$ cat config.mk
export PLATFORM = sky130hd
export DESIGN_NAME = game_sequencer
export DESIGN_NICKNAME = d
export VERILOG_FILES = /design/src/rtl/game_sequencer.sv
export SDC_FILE = /design/constraint.sdc
export NUM_CORES = 1
export LEC_CHECK = 0
export CORE_MARGIN = 3
export CORE_UTILIZATION = 50
export DETAILED_ROUTE_END_ITERATION = 12
export GPL_TIMING_DRIVEN = 1
export PLACE_DENSITY = 0.77
export SYNTH_ARGS = -nofsm -noshare
export SYNTH_HDL_FRONTEND = slang
export SYNTH_SLANG_ARGS = --single-unit
$ cat constraint.sdc
create_clock -name clk -period 3.9 [get_ports clk]
set_clock_uncertainty 0.1 [all_clocks]
set_input_delay 0.39 -clock clk [delete_from_list [all_inputs] [get_ports clk]]
set_output_delay 0.39 -clock clk [all_outputs]
set_load 0.005 [all_outputs]
$ cat src/rtl/game_sequencer.sv
// Match-level controller for the counter game: sequences clear/load/play/over
// and arbitrates the two players' access to the counter control field.
module game_sequencer #(
  parameter int SIZE      = 4,
  parameter int CTRL_HOLD = 4,
  parameter int OVER_HOLD = 2
) (
  input  logic            clk,
  input  logic            reset,
  input  logic            start,
  input  logic            auto_restart,
  input  logic [SIZE-1:0] seed,
  input  logic            seed_valid,
  input  logic [1:0]      req,
  input  logic [1:0]      ctrl_p0,
  input  logic [1:0]      ctrl_p1,
  input  logic            GAMEOVER,
  input  logic [1:0]      WHO,
  output logic [1:0]      gnt,
  output logic            INIT_c,
  output logic [SIZE-1:0] INIT_l,
  output logic [1:0]      control,
  output logic            game_reset,
  output logic            busy,
  output logic [7:0]      games_done,
  output logic [1:0]      last_who
);

  localparam int HW = $clog2(CTRL_HOLD + 1);
  localparam int OW = $clog2(OVER_HOLD + 1);

  typedef enum logic [2:0] {IDLE, CLEAR, LOAD, PLAY, OVER} state_t;

  state_t          state, state_d;
  logic [HW-1:0]   hold_cnt, hold_cnt_d;
  logic [OW-1:0]   over_cnt, over_cnt_d;
  logic            rr_last, rr_last_d;
  logic [1:0]      gnt_d;
  logic            init_c_d;
  logic [SIZE-1:0] init_l_d;
  logic [1:0]      control_d;
  logic            game_reset_d;
  logic            busy_d;
  logic [7:0]      games_done_d;
  logic [1:0]      last_who_d;

  // rr_last=1 means player1 was granted last, so player0 wins the first tie
  always_ff @(posedge clk or negedge reset) begin
    if (!reset) begin
      state      <= IDLE;
      hold_cnt   <= '0;
      over_cnt   <= '0;
      rr_last    <= 1'b1;
      gnt        <= 2'b00;
      INIT_c     <= 1'b0;
      INIT_l     <= '0;
      control    <= 2'b00;
      game_reset <= 1'b1;
      busy       <= 1'b0;
      games_done <= 8'd0;
      last_who   <= 2'b00;
    end else begin
      state      <= state_d;
      hold_cnt   <= hold_cnt_d;
      over_cnt   <= over_cnt_d;
      rr_last    <= rr_last_d;
      gnt        <= gnt_d;
      INIT_c     <= init_c_d;
      INIT_l     <= init_l_d;
      control    <= control_d;
      game_reset <= game_reset_d;
      busy       <= busy_d;
      games_done <= games_done_d;
      last_who   <= last_who_d;
    end
  end

  always_comb begin
    state_d = state;
    case (state)
      IDLE:    if (start) state_d = CLEAR;
      CLEAR:   state_d = LOAD;
      LOAD:    state_d = PLAY;
      PLAY:    if (GAMEOVER) state_d = OVER;
      OVER:    if (over_cnt == '0) state_d = auto_restart ? CLEAR : IDLE;
      default: state_d = IDLE;
    endcase
  end

  always_comb begin
    hold_cnt_d   = hold_cnt;
    over_cnt_d   = over_cnt;
    rr_last_d    = rr_last;
    gnt_d        = 2'b00;
    control_d    = control;
    games_done_d = games_done;
    last_who_d   = last_who;
    init_l_d     = INIT_l;
    init_c_d     = (state_d == LOAD);
    busy_d       = (state_d != IDLE);
    game_reset_d = !((state_d == LOAD) || (state_d == PLAY));

    if (state_d == CLEAR && state != CLEAR)
      init_l_d = seed_valid ? seed : '0;

    if (state == OVER && over_cnt != '0)
      over_cnt_d = over_cnt - 1'b1;

    if (state == PLAY) begin
      if (GAMEOVER) begin
        hold_cnt_d   = '0;
        over_cnt_d   = OW'(OVER_HOLD - 1);
        last_who_d   = WHO;
        games_done_d = (games_done == 8'hFF) ? 8'hFF : games_done + 8'd1;
      end else if (hold_cnt > HW'(1)) begin
        // locked window: req and ctrl changes are ignored until the last cycle
        hold_cnt_d = hold_cnt - 1'b1;
        gnt_d      = gnt;
      end else begin
        hold_cnt_d = HW'(CTRL_HOLD);
        case (req)
          2'b01: begin
            gnt_d     = 2'b01;
            control_d = ctrl_p0;
          end
          2'b10: begin
            gnt_d     = 2'b10;
            control_d = ctrl_p1;
          end
          2'b11: begin
            if (rr_last) begin
              gnt_d     = 2'b01;
              control_d = ctrl_p0;
              rr_last_d = 1'b0;
            end else begin
              gnt_d     = 2'b10;
              control_d = ctrl_p1;
              rr_last_d = 1'b1;
            end
          end
          default: hold_cnt_d = '0;
        endcase
      end
    end else begin
      hold_cnt_d = '0;
    end
  end

endmodule

==> results of run 1 <==
==> per-stage QoR <==
step	hold WS, ns	std cells
final	0.3366	230
after global routing	0.3510	230
after CTS	0.3442	230
after detailed placement	0.3698	222
after global placement	0.3631	222
after floorplan	-0.005591	149
==> flip-flops by register name (all words and copies together), names as in the netlist <==
signal	count
busy	1
games_done	8
over_cnt	2
hold_cnt	3
INIT_l	4
last_who	2
rr_last	1
INIT_c	1
gnt	2
control	2
state	3
game_reset	1
==> power breakdown <==
group	switching, mW	leakage (nW)	total, mW	internal, mW
logic	0.225	0.463	0.531	0.306
registers	0.128	0.364	0.562	0.435
clock network	0.104	0.0353	0.191	0.0872
==> how the worst max path moves through the flow <==
stage / start / end / slack [ns]
after floorplan: hold_cnt[1] / control[0] / 2.30
after global placement: GAMEOVER / games_done[6] / 1.70
after detailed placement: GAMEOVER / games_done[6] / 1.64
after CTS: state[0] / games_done[6] / 1.97
final: state[1] / games_done[6] / 1.96
after global routing: state[0] / games_done[6] / 1.83
==> placed cells by master (no fill, tap or decap), types with 4 or more instances in the layout <==
cell type        Yosys  layout
clkdlybuf4s50_1      0      38
dfrtp_1             28      28
nand2_1             15      15
inv_1               14      14
a21oi_1             10      10
nor2_1               8       8
and2_1               6       6
mux2i_1              6       6
clkbuf_4             0       5
nand3_1              4       4
mux2_2               4       4
ha_1                 4       4
==> routing by layer <==
| layer | part of all wire | global-route usage | vias up |
|---|---|---|---|
| li1 | - | - | 591 |
| met1 | 0.43 | 0.2249 | 570 |
| met2 | 0.50 | 0.3024 | 25 |
| met3 | 0.052 | 0.06486 | 6 |
| met4 | 0.012 | 0.05801 | 0 |
| met5 | 0 | 0 | - |
==> layout make-up <==
type | instances | area, µm² | area share
repair buffers | 39 | 387.9 | 0.1941
clock buffers | 7 | 55.05 | 0.02755
well taps | 42 | 52.55 | 0.02630
inverters | 14 | 52.55 | 0.02630
flip-flops and latches | 30 | 753.2 | 0.3770
multi-input cells | 97 | 691.9 | 0.3463
clock inverters | 1 | 5.005 | 0.002505
==> cells by family after synthesis <==
| kind of cell | synth area share |
|---|---|
| simple gates | 0.2056 |
| mux | 0.07619 |
| xor+xnor | 0.01667 |
| flops | 0.4778 |
| fa+ha+maj | 0.03175 |
| buf+inv | 0.08332 |
| compound gates | 0.1087 |
==> impl_metrics.yaml, run 1 <==
floorplanning:
  dieArea_mm2: 0.003863
  start_util: 0.5481
  core.rowCount: 19
  die_w_um: 62.15
  die_h_um: 62.15
  io_pins: 39
  core_mm2: 0.002877
sta:
  drv_slew: 0
  final.setup.worst_slack_ns: 1.958
  rsz0062_at_grt: "no"
  min_period_over_period: 0.4980
  setup_violations: 0
  relSlewSlack: 0.6006
  fmax_mhz: 514.9
  tns_ns: 0
  hold_viol: 0
  fin_crit_ns: 1.942
  worst_pin_slew_ns: 0.5987
global_routing:
  grt_use_total: 0.1833
  gr-total-overflow: 0
  grt_pass1_vias: 1233
  grt_max_degree: 31
  grt_first_pass_wirelength_mm: 5.664
  grt_antenna_before_repair: 0
cells_and_area:
  fin_util: 0.6947
  fin_area_mm2: 0.001998
  fillCellCount: 243
  area_growth_syn_to_layout_pct: 26.75
  nets: 209
  diodes: 0
  drive_gt1_frac: 0.1170
worst_setup_path:
  cp-end-kind: "register"
  cp-start-kind: "register"
  cpMaxStageDelayCell: "and4b_1"
  critPathTopFamily: "simple AND/OR/NAND/NOR gates"
  reg2reg_depth: 3
  crit_type: "register to register"
  crit_fanout: 18
  path_depth: 3
  path_cells: "and4b_1 -> nand4_2 -> mux2_4"
  r2r-end: "games_done[6]"
  max_stage_delay_ns: 0.65
  reg2reg_from: "state[1]"
  cp_num_buf_inv: 0
  crit_required_ns: 4.02
  arrival_ns: 2.06
  regToRegSetupSlack_ns: 1.96
place:
  hpwl_mm: 2.350
  place_area_mm2: 0.001938
  place_congestion: 0.7832
  place_ws_ns: 1.637
  io_buffers: 38
synth:
  synth_top_area_frac: 0.4444
  synthCells: 149
  synth.distinct_cells: 43
  synthesis.area_mm2: 0.001577
  async_flop_share: 1.000
  synthTopCellsByArea: "dfrtp_1 44%, mux2i_1 3.8%, buf_6 3.6%, nand2_1 3.6%, dfstp_2 3.3%"
  synth_nets: 171
  synth_edf_count: 0
  syn_area_per_cell_um2: 10.58
  synth.ff_latch_count: 30
  dominantRegCellSynth: "dfrtp_1"
  yosys.area.top_type: "dfrtp_1"
  seq_area_frac_synth: 0.4778
  yosysMostFrequentCell: "dfrtp_1"
  yosysWarnings: 0
  synth_commonest_cells: "28 x dfrtp_1, 15 x nand2_1, 14 x inv_1, 10 x a21oi_1, 8 x nor2_1"
cts:
  clock-sinks: 30
  post_cts_resized: 0
  insertion_delay_ns: 0.33
  post_cts_buffers: 0
  tritoncts: "built"
  htreeDepth: 2
  numCtsBuffers: 5
  clockBufferDepth: 2
  clockRootBuffer: "clkbuf_4"
  cts-hold-fix-buffers: 0
  clkTransAtPathRegs_ns: 0.09
routing:
  drc_errors: 0
  routedWlPerCell_um: 13.93
  viasPerCell: 5.183
  wl_mm: 3.203
  drtIter0Drc: 74
  drtAntennaViolNets: 0
  first_pass_iters: 4
  vias: 1192
power_and_ir_drop:
  peakVddDrop_uv: 373.3
  p_per_area_mw_per_mm2: 642.7
  power_leakage_nw: 0.8621
  power_mw: 1.284
job:
  cap_violations: 0
hold_path:
  min_path_type: "input pin to async pin"
outcome:
  status: "finished clean"
No activity file was read; power rests on OpenSTA's default activity.
==> inputs of run 2 (changes only) <==
CORE_UTILIZATION = 49   (was 50)
PLACE_DENSITY = 0.75   (was 0.77)
clock period = 1.9 ns   (was 3.9 ns; I/O delays follow)
==> impl_metrics.yaml, run 2 (synthesized netlist as in run 1, its figures left out) <==
worst_setup_path:
  arrival_ns: 1.85
  cpMaxStageDelayCell: "dfrtp_1"
  critPathTopFamily: "flip-flops"
  crit_required_ns: 2.02
  crit_fanout: 5
  cp-start-kind: "register"
  cp_num_buf_inv: 1
  crit_type: "register to register"
  max_stage_delay_ns: 0.41
  cp-end-kind: "register"
  path_cells: "inv_1 -> ha_1 -> o21ba_2 -> nor4_4 -> mux2_2"
cts:
  post_cts_resized: 0
  clock-sinks: 30
  cts-hold-fix-buffers: 0
  post_cts_buffers: 0
  numCtsBuffers: 5
  insertion_delay_ns: 0.34
  tritoncts: "built"
  clkTransAtPathRegs_ns: 0.10
  clockRootBuffer: "clkbuf_4"
  clockBufferDepth: 2
  htreeDepth: 2
cells_and_area:
  fillCellCount: 246
  top_regs: "games_done (8), INIT_l (4)"
  layout_commonest_cell: "clkdlybuf4s50_1"
  final_cell_mix: "38 x clkdlybuf4s50_1, 28 x dfrtp_1, 15 x nand2_1"
  largest_reg_flops: 8
  area_growth_syn_to_layout_pct: 31.98
  diodes: 0
  nets: 218
  drive_gt1_frac: 0.1523
  fin_util: 0.7174
  regMostFlops: "games_done"
routing:
  drtAntennaViolNets: 0
  routedWlPerCell_um: 13.48
  first_pass_iters: 4
  wl_mm: 3.221
  viasPerCell: 5.126
  vias: 1225
  drc_errors: 0
  drtIter0Drc: 44
power_and_ir_drop:
  seq_power_share: 0.387
  peakVddDrop_uv: 943.3
  clkPwrFrac: 0.175
  p_comb_frac: 0.438
  p_per_area_mw_per_mm2: 1356
  p_sw_frac: 0.3371
  power_leakage_nw: 0.9105
  power.internal_mw: 1.870
  power.switching_mw: 0.9511
floorplanning:
  io_pins: 39
  die_h_um: 62.72
  core_mm2: 0.002900
  start_util: 0.5436
  dieArea_mm2: 0.003934
  die_w_um: 62.72
  core.rowCount: 19
global_routing:
  grt_use_total: 0.1811
  grt_max_degree: 31
  grt_pass1_vias: 1291
  grt_antenna_before_repair: 0
  gr-total-overflow: 0
  grt_first_pass_wirelength_mm: 5.685
hold_path:
  min_path_type: "input pin to async pin"
sta:
  rsz0062_at_grt: "no"
  min_period_over_period: 0.9117
  worst_pin_slew_ns: 0.3599
  fin_crit_ns: 1.732
  fmax_mhz: 577.3
  relSlewSlack: 0.7601
  tns_ns: 0
  hold_viol: 0
  final.setup.worst_slack_ns: 0.1677
  setup_violations: 0
  drv_slew: 0
outcome:
  status: "finished clean"
place:
  hpwl_mm: 2.456
  io_buffers: 38
  place_congestion: 0.7906
  place_ws_ns: 0.01194
job:
  cap_violations: 0
## run 2: metrics by stage
stage | cell area (µm²) | hold WS, ns | power, mW | std cells
floorplan | 1577 | -0.2056 | 1.818 | 149
global placement | 2006 | 0.3621 | 2.293 | 231
detailed placement | 2006 | 0.3683 | 2.343 | 231
CTS | 2081 | 0.1327 | 2.847 | 239
global route | 2081 | 0.1606 | 3.029 | 239
finish | 2081 | 0.1282 | 2.822 | 239
## run 2: layer usage
| layer | track usage | wire [µm] | vias to the layer above |
|---|---|---|---|
| met5 | 0 | 0 | - |
| met4 | 0.08815 | 63 | 0 |
| met3 | 0.04856 | 109 | 7 |
| met2 | 0.3036 | 1654 | 27 |
| met1 | 0.2141 | 1393 | 578 |
| li1 | - | - | 613 |
## run 2: worst paths after layout
path / start / end / slack [ns] / cells after the start
worst max-delay path: hold_cnt[1] / control[1] / 0.17 / 5
min in group clk: WHO[1] / last_who[1] / 0.28 / 3
worst min-delay path: reset / state[0] / 0.13 / 2
max in group asynchronous: reset / rr_last / 1.26 / 2
worst max register to register: hold_cnt[1] / control[1] / 0.17 / 5
worst min register to register: last_who[1] / last_who[1] / 0.40 / 2
## run 2: power groups by stage
stage,combinational [mW],sequential [mW],clock (mW)
floorplan,0.740,1.08,0
global placement,1.20,1.09,0
detailed placement,1.24,1.10,0
CTS,1.25,1.10,0.502
global route,1.36,1.13,0.534
finish,1.23,1.09,0.494
## run 2: area by class of cell
class,count,area (µm²),share of cell area
Inverter,14,52.55,0.02526
Sequential cell,30,753.2,0.3620
Clock buffer,7,45.04,0.02165
Timing Repair Buffer,48,455.4,0.2189
Clock inverter,1,30.03,0.01443
Tap cell,42,52.55,0.02526
Multi-Input combinational cell,97,691.9,0.3325
==> inputs of run 3 (changes only) <==
CAP_MARGIN = 10   (was default)
CORE_UTILIZATION = 35   (was 49)
CTS_CLUSTER_SIZE = 10   (was default)
PLACE_DENSITY = 0.56   (was 0.75)
==> impl_metrics.yaml, run 3 (synthesized netlist as in run 1, its figures left out) <==
outcome:
  status: "finished clean"
floorplanning:
  dieArea_mm2: 0.005346
  die_w_um: 73.12
  io_pins: 39
  start_util: 0.3778
  core_mm2: 0.004173
  core.rowCount: 23
  die_h_um: 73.12
worst_setup_path:
  r2r-end: "control[1]"
  cp-endpoint: "control[1]"
  cp-start-kind: "register"
  max_stage_delay_ns: 0.39
  cpMaxStageDelayCell: "dfrtp_1"
  crit_start: "hold_cnt[1]"
  cp_num_buf_inv: 1
  cp-end-kind: "register"
  crit_fanout: 5
  path_depth: 5
  critPathTopFamily: "flip-flops"
  reg2reg_depth: 5
  crit_required_ns: 1.96
  arrival_ns: 1.75
  regToRegSetupSlack_ns: 0.21
  reg2reg_from: "hold_cnt[1]"
  path_cells: "inv_1 -> ha_1 -> o21ba_2 -> nor4_4 -> mux2_2"
  crit_type: "register to register"
cts:
  cts-hold-fix-buffers: 0
  clkTransAtPathRegs_ns: 0.07
  post_cts_resized: 0
  clockRootBuffer: "clkbuf_8"
  clock-sinks: 30
  tritoncts: "built"
  insertion_delay_ns: 0.27
  post_cts_buffers: 0
  clockBufferDepth: 2
  htreeDepth: 2
  numCtsBuffers: 5
cells_and_area:
  top_regs: "games_done (8), INIT_l (4)"
  largest_reg_flops: 8
  instances_no_fill: 247
  final_cell_mix: "38 x clkdlybuf4s50_1, 28 x dfrtp_1, 15 x nand2_1"
  regMostFlops: "games_done"
  fin_area_mm2: 0.002126
  diodes: 0
  area_growth_syn_to_layout_pct: 34.84
  fin_util: 0.5094
  drive_gt1_frac: 0.1624
  layout_commonest_cell: "clkdlybuf4s50_1"
  nets: 218
global_routing:
  grt_pass1_vias: 1238
  grt_max_degree: 31
  grt_use_total: 0.1339
  gr-total-overflow: 0
  grt_antenna_before_repair: 0
  grt_first_pass_wirelength_mm: 5.582
routing:
  first_pass_iters: 5
  viasPerCell: 4.903
  drtAntennaViolNets: 0
  drc_errors: 0
  routedWlPerCell_um: 12.83
  drtIter0Drc: 54
  vias: 1211
  wl_mm: 3.168
sta:
  final.setup.worst_slack_ns: 0.2051
  fmax_mhz: 590.0
  tns_ns: 0
  worst_pin_slew_ns: 0.3902
  fin_crit_ns: 1.695
  whs_ns: 0.2135
  rsz0062_at_grt: "no"
  hold_viol: 0
  setup_violations: 0
  min_period_over_period: 0.8920
  drv_slew: 0
  relSlewSlack: 0.7399
hold_path:
  min_path_type: "input pin to async pin"
power_and_ir_drop:
  power_leakage_nw: 0.9285
  peakVddDrop_uv: 720.2
  power_mw: 2.888
  p_per_area_mw_per_mm2: 1359
place:
  io_buffers: 38
  hpwl_mm: 2.396
  place_ws_ns: 0.06591
  place_inst: 239
  place_congestion: 0.7793
  place_area_mm2: 0.002016
job:
  cap_violations: 0
-- run 3: changes by cell type in the layout (fill, tap and decap cells not counted) --
cell / previous run / this run
clkbuf_1: 2 / 0
clkbuf_4: 5 / 0
clkbuf_8: 0 / 8
bufinv_16: 1 / 0
-- run 3: worst min path at each step --
stage,startpoint,endpoint,slack (ns),cells after the start
floorplan,reset,INIT_c,-0.21,0
global placement,state[2],INIT_c,0.34,1
detailed placement,state[2],INIT_c,0.35,1
CTS,reset,INIT_l[3],0.22,2
global route,reset,state[0],0.25,2
finish,reset,state[0],0.21,2
-- run 3: power by group --
part           switching, mW  total (mW)  internal (mW)
clock                  0.225       0.591          0.365
combinational          0.498        1.18          0.686
sequential             0.219        1.11          0.895
total                  0.942        2.89           1.95
-- run 3: metal layers --
| layer | GRT usage | vias to the layer above | part of all wire |
|---|---|---|---|
| met5 | 0 | - | 0 |
| met4 | 0.04918 | 0 | 0.0060 |
| met3 | 0.03444 | 2 | 0.050 |
| met2 | 0.2214 | 29 | 0.50 |
| met1 | 0.1672 | 570 | 0.45 |
| li1 | - | 610 | - |
-- run 3: layout make-up --
class / instances / area (µm²)
clock buffer: 8 / 110.1
fill: 379 / 2047
inverter: 14 / 52.55
multi-input combinational: 97 / 691.9
sequential: 30 / 753.2
tap: 50 / 62.56
timing repair buffer: 48 / 455.4
